**src/rtl/am2956_bus_sequencer.sv**
```systemverilog
// Round-robin sequencer sharing one tristate bus among N am2956 latch banks.
// Each transfer is LATCH (capture), HOLD drive cycles, then a break-before-make turnaround.
module am2956_bus_sequencer #(
  parameter int unsigned N    = 4,
  parameter int unsigned HOLD = 2,
  parameter int unsigned OWNW = $clog2(N)
) (
  input  logic            clk,
  input  logic            rst,
  input  logic [N-1:0]    req,
  output logic [N-1:0]    gnt,
  output logic [N-1:0]    g,
  output logic [N-1:0]    oe_,
  output logic            busy,
  output logic [OWNW-1:0] owner
);

  localparam int unsigned CNTW = (HOLD > 1) ? $clog2(HOLD) : 1;

  typedef enum logic [1:0] {StIdle, StLatch, StDrive, StTurn} state_e;

  state_e          state_q, state_d;
  logic [OWNW-1:0] owner_q, owner_d;
  logic [OWNW-1:0] last_q,  last_d;
  logic [CNTW-1:0] cnt_q,   cnt_d;
  logic [N-1:0]    owner_oh;
  logic            any_req;

  // First requester strictly after 'from', wrapping, so the last owner has lowest priority.
  function automatic logic [OWNW-1:0] rr_pick(input logic [N-1:0] r, input logic [OWNW-1:0] from);
    logic [OWNW-1:0] win;
    logic [OWNW-1:0] sel;
    logic            found;
    int unsigned     idx;
    win   = from;
    found = 1'b0;
    for (int unsigned k = 1; k <= N; k++) begin
      idx = (32'(from) + k) % N;
      sel = OWNW'(idx);
      if (!found && r[sel]) begin
        win   = sel;
        found = 1'b1;
      end
    end
    return win;
  endfunction

  assign any_req  = |req;
  assign owner_oh = N'(1) << owner_q;

  always_ff @(posedge clk) begin
    if (rst) begin
      state_q <= StIdle;
      owner_q <= '0;
      last_q  <= OWNW'(N - 1);
      cnt_q   <= '0;
    end else begin
      state_q <= state_d;
      owner_q <= owner_d;
      last_q  <= last_d;
      cnt_q   <= cnt_d;
    end
  end

  always_comb begin
    state_d = state_q;
    owner_d = owner_q;
    last_d  = last_q;
    cnt_d   = cnt_q;
    unique case (state_q)
      StIdle: begin
        if (any_req) begin
          owner_d = rr_pick(req, last_q);
          state_d = StLatch;
        end
      end
      StLatch: begin
        cnt_d   = CNTW'(HOLD - 1);
        state_d = StDrive;
      end
      StDrive: begin
        // req is deliberately ignored here: a started transfer always runs its full length.
        if (cnt_q == '0) begin
          state_d = StTurn;
        end else begin
          cnt_d = cnt_q - 1'b1;
        end
      end
      StTurn: begin
        last_d = owner_q;
        if (any_req) begin
          owner_d = rr_pick(req, owner_q);
          state_d = StLatch;
        end else begin
          state_d = StIdle;
        end
      end
      default: state_d = StIdle;
    endcase
  end

  // Outputs depend on registered state only, so req never reaches the bus controls combinationally.
  always_comb begin
    g    = '0;
    oe_  = '1;
    busy = 1'b0;
    unique case (state_q)
      StIdle: ;
      StLatch: begin
        g    = owner_oh;
        busy = 1'b1;
      end
      StDrive: begin
        oe_  = ~owner_oh;
        busy = 1'b1;
      end
      StTurn: busy = 1'b1;
      default: ;
    endcase
  end

  assign gnt   = g;
  assign owner = owner_q;

endmodule

```
**config.mk**
```make
export PLATFORM = sky130hd
export DESIGN_NAME = am2956_bus_sequencer
export DESIGN_NICKNAME = d
export VERILOG_FILES = /design/src/rtl/am2956_bus_sequencer.sv
export SDC_FILE = /design/constraint.sdc
export NUM_CORES = 1
export LEC_CHECK = 0
export CAP_MARGIN = 20
export CORE_UTILIZATION = 45
export CTS_BUF_LIST = sky130_fd_sc_hd__clkbuf_16
export DETAILED_ROUTE_END_ITERATION = 8
export PLACE_DENSITY = 0.76
export REMOVE_ABC_BUFFERS = 1
export SYNTH_ARGS = -nofsm -noshare
export SYNTH_HDL_FRONTEND = slang
export SYNTH_SLANG_ARGS = --single-unit
```
**constraint.sdc**
```tcl
create_clock -name clk -period 2.9 [get_ports clk]
set_input_delay 0.58 -clock clk [delete_from_list [all_inputs] [get_ports clk]]
set_output_delay 0.58 -clock clk [all_outputs]
set_load 0.01 [all_outputs]
```
# == After elaboration in Yosys (flattened, before gate mapping) ==
# Cells that the tools add are included.
# W data, S select, Z words.
# totals
regBits,7
inputBits,6
output_inout_bits,15
word_cells,103
# op_classes
add_sub_neg,9
order_cmp,8
eq_ne,7
shifts,1
mux,54
n_bitwise,1
reduce_logical,19
# op_table
op,n
$mux W1,29
$lt A2 B3 Y1 const B,8
$mux W2,12
$bmux W1 S2,8
$add A2 B1 Y2 const B,4
$add A2 B2 Y2 const B,4
$mux W4,2
$pmux W2 S4,1
$logic_and A1 B1 Y1,6
$logic_not A1 Y1,6
$ne A2 B2 Y1 const B,3
$ne A5 B5 Y1 const B,1
$eq A2 B2 Y1 const B,2
$not A4 Y4,1
$pmux W2 S2,1
$reduce_and A4 Y1,1
$reduce_bool A2 Y1,2
$reduce_or A4 Y1,1
$shl A1 B2 Y4 const A,1
$reduce_or A3 Y1,1
$eq A2 B1 Y1 const B,1
$logic_not A2 Y1,1
$pmux W1 S2,1
$reduce_and A2 Y1,1
$sub A1 B1 Y1 const B,1

# == Longest topological paths before layout ==
# logic_depth
word_depth,21
mapped_depth,8
ltp_nobuf,7

# == Worst setup path before layout ==
# Ideal clock, no wire load.
# synth_timing
path_type,register -> register
startpoint,register owner_q[0] (netlist: owner[0])
endpoint,register owner_q[1] (netlist: owner[1])
setup_ns,0.086
arrival_time_ns,2.288
slack_ns,0.526
stages_incl_launch_ff,9
path_buffers,1
synth_period_minus_slack_ns,2.374
cell_sequence,dfxtp_1 -> buf_6 -> inv_1 -> ha_1 -> mux4_2 -> or3_1 -> a31oi_1 -> a211oi_1 -> a211oi_1
# synth_between
elab_chain_len,21
word_cells_on_any_way,35
cone_classes,add/sub: 4; eq/ne: 1; mux: 23; reduce/logical: 7
# synth_rtl
item,line,text
"start, declared",23,"logic [OWNW-1:0] owner_q, owner_d;"
"start signal, assigned",59,owner_q <= owner_d;
$add A2 B1 Y2,38,idx = (32'(from) + k) % N;
$bmux W1 S2,40,if (!found && r[sel]) begin
$mux W1 (implied by the code),40,
$mux W1,40,
$mux W1,91,if (any_req) begin
$mux W1,70,unique case (state_q)
$logic_not A1 Y1,40,
$logic_and A1 B1 Y1,40,
[5 not listed],-,
$mux W1,40,
$mux W1,91,
$mux W1,70,
$logic_not A1 Y1,40,
$logic_and A1 B1 Y1,40,
$mux W2,40,
$mux W2,91,
$pmux W2 S2,70,
# Several ways; a longest one is shown, not always the timed one. The select of a mux whose other input is x is not followed.
# A chain may end at the register's enable or synchronous reset.

# == Worst setup path in the final report ==
# layout_timing
startpoint,register owner_q[1] (netlist: owner[1])
endpoint,register owner_q[1] (netlist: owner[1])
# The elaborated chain is that of the path after synthesis.

==> impl_results.md <==
* Outcome: complete, no violations
* Netlist Area Pre-Place at approximately 730 µm²
* # clock sinks at 7
* Hold path cells at 2
* Hold Path Class: flop to flop
* VDD IR max at roughly 0.45 mV
* CP Max Fanout at 9
* Hold endpoint: last_q[0]
* Met1 Use GR at 0.245
* H-tree depth at 1
* Largest cells by area after synthesis: dfxtp_1 (19%), ha_1 (15%), mux4_2 (6.1%), a211oi_1 (5.1%), inv_1 (4.6%)
* Min cycle time layout at between 2 and 3 ns
* Dpl hpwl at roughly 1200 µm
* Via/cell ratio at 5.83
* Post-CTS Hold Buffers at 0
* First-pass GRT wire length at 2880 µm
* Routed length per placed instance at 13.6 µm
* Non-filler cells in the finished layout at between 100 and 150
* Core area at between 1500 and 2000 µm²
* Starting Density at 0.482
* Post-Synthesis Cells at between 80 and 90
* Vias at ~710
* Detailed Route Iter0 Violations at 14
* Sw Ratio at 0.378
* Diodes inserted at 0
* Area share of the largest cell type after synthesis at 0.191
* Total iterations of the first detailed-routing run at 4
* Clock share of power at 0.254
* Post-CTS setup buffer count at 0
* Combinational Power Share at 0.566
* Crit start category: flop
* Maxcap violations at 0
* Post-Route WL at 1650 µm
* Max Root-Sink Buffers at 2
* Grt ovf at 0
* Gr usage total at 0.219
* Max Slew Vio Count at 0
* Int Power at ~570 µW
* WS Path Type: flop to flop
* Pwr/cell area at roughly 920 nW/µm²
* P_sw at 349 µW
* Register area share after synthesis at 0.191
* Fin crit share at 0.889
* Reg2reg setup slack at 0.32 ns
* RR Endpoint: owner[1]
* Final Net Count at 121
* Leakage power at roughly 0.4 nW
* Largest net degree at the start of global routing at 12
* Setup TNS at 0 ns
* Die X at approximately 42 µm
* Leading area contributor after synthesis: dfxtp_1
* GR peak layer: met2
* Clock transition at path regs at approximately 0.04 ns
* Vias in the first global route at approximately 670
* Seq pwr share at 0.180
* PnR Total Power at 921 µW
* TritonCTS clock tree: built
* DRC Markers at 0
* Req. time, crit path at just over 3 ns
* Crit. End Element: flop
* CTS resizes at 0
* F_max at 388 MHz
* Initial antenna violation count at 0
* Avg Inst Size Synth at roughly 8.5 µm²
* Die area at 1800 µm²
* Number of CTS-inserted buffers at 3
* Critical path arrival at between 2 and 3 ns
* Io pins at 21
* Clock Skew at 0.00287 ns
* Hold Startpoint: last_q[0]
* Clk root buf: clkbuf_16
* Routing usage on met3 at 0.0690
* RSZ-0062 raised after global routing: no
* Met2 usage at 0.366
* Area grow syn2layout at 35.6%
* Placed insts at approximately 120
* Worst relative slew slack at 0.673
* Placer Congestion at around 0.77
* Post-synth cell types at 34
* FP Rows at 14
* Die height at ~42 µm
* # port buffers at 20
* Final Hold Fails at 0
* Worst r2r path cells at 6
* YS warnings at 0
* Worst-Skew Late Latency at roughly 0.23 ns
* Worst reg2reg path startpoint: owner[1]
* Final setup vio count at 0
* Layout cells sized above 1 at 0.0571
* DRT antenna net count at 0
* Synthesized flop and latch total at 7
* Worst-Margin Slew at 0.484 ns
==> synth_stat cells <==
library cell  number
ha_1               9
inv_1              9
dfxtp_1            7
nand2_1            7
a211oi_1           5
nand2b_1           5
a21oi_1            4
and2_1             4
buf_4              4
nor2_1             4
mux2i_1            2
mux4_2             2
nor2b_1            2
nor3_1             2
a221oi_1           1
a22oi_1            1
a31oi_1            1
buf_6              1
clkbuf_1           1
mux4_1             1
nand3_1            1
nor4_1             1
nor4b_1            1
o211a_1            1
o211ai_1           1
o21ai_0            1
o22ai_1            1
o311ai_0           1
o31ai_1            1
o41a_1             1
o41ai_1            1
or3_1              1
or3b_1             1
or4bb_1            1
==> cells by family (layout without fill, tap and decap cells) <==
| group | count (synthesis) | after routing | share of synthesized area |
|---|---|---|---|
| simple gates | 30 | 30 | 0.227 |
| fa+ha+maj | 9 | 9 | 0.153 |
| buf+inv | 15 | 34 | 0.107 |
| flops | 7 | 7 | 0.191 |
| compound gates | 20 | 20 | 0.198 |
| mux | 5 | 5 | 0.124 |
==> per-stage QoR <==
stage | hold slack (ns) | util | instance area (µm²) | worst slack, ns
global placement | 0.485 | 0.602 | 917 | 0.294
floorplan | 0.470 | - | 689 | 0.419
CTS | 0.547 | 0.654 | 996 | 0.315
finish | 0.555 | 0.654 | 996 | 0.321
detailed placement | 0.491 | 0.602 | 917 | 0.215
global route | 0.568 | 0.654 | 996 | 0.116
==> power groups by stage <==
stage               logic (mW)  clock network, mW  registers, mW
floorplan                0.321                  0          0.177
global placement         0.501                  0          0.165
detailed placement       0.515                  0          0.166
CTS                      0.524              0.235          0.166
global route             0.581              0.241          0.171
finish                   0.521              0.234          0.166
==> metal layers <==
layer | up-vias | routed length [µm]
li1 | 351 | -
met1 | 319 | 647
met2 | 28 | 858
met3 | 7 | 104
met4 | 0 | 40
met5 | - | 0
==> registers in the layout (all words and copies together), names as in the netlist <==
name	count
state_q	2
last_q	2
owner	2
cnt_q	1
==> layout by cell type (no fill, tap or decap), types with 2 or more instances in the layout <==
cell type         n
a211oi_1          5
a21oi_1           4
and2_1            4
clkbuf_16         3
clkdlybuf4s50_1  20
dfxtp_1           7
ha_1              9
inv_1            10
mux2i_1           2
mux4_2            2
nand2_1           7
nand2b_1          5
nor2_1            4
nor2b_1           2
nor3_1            2
==> area by class of cell <==
class	count	area, µm²
timing repair buffer	21	208
inverter	9	33.8
fill	123	528
clock inverter	1	3.75
tap	16	20.0
multi-input combinational	64	515
clock buffer	3	75.1
sequential	7	140
==> critical path, cell delays in order, from the launching register on <==
cell and delay (ns):
dfxtp_1 0.49, inv_1 0.14, ha_1 0.38, mux4_2 0.57, o41ai_1 0.55, a211oi_1 0.11, a211oi_1 0.25
==> worst max path at each step <==
stage	startpoint	to	slack, ns	cells past startpoint
after floorplan	owner[0]	owner[1]	0.42	7
after global placement	req[2]	owner[1]	0.29	6
after detailed placement	req[3]	owner[1]	0.22	5
after CTS	owner[1]	owner[1]	0.31	7
after global routing	owner[1]	owner[1]	0.12	6
final	owner[1]	owner[1]	0.32	6
No activity file was read; power rests on OpenSTA's default activity.
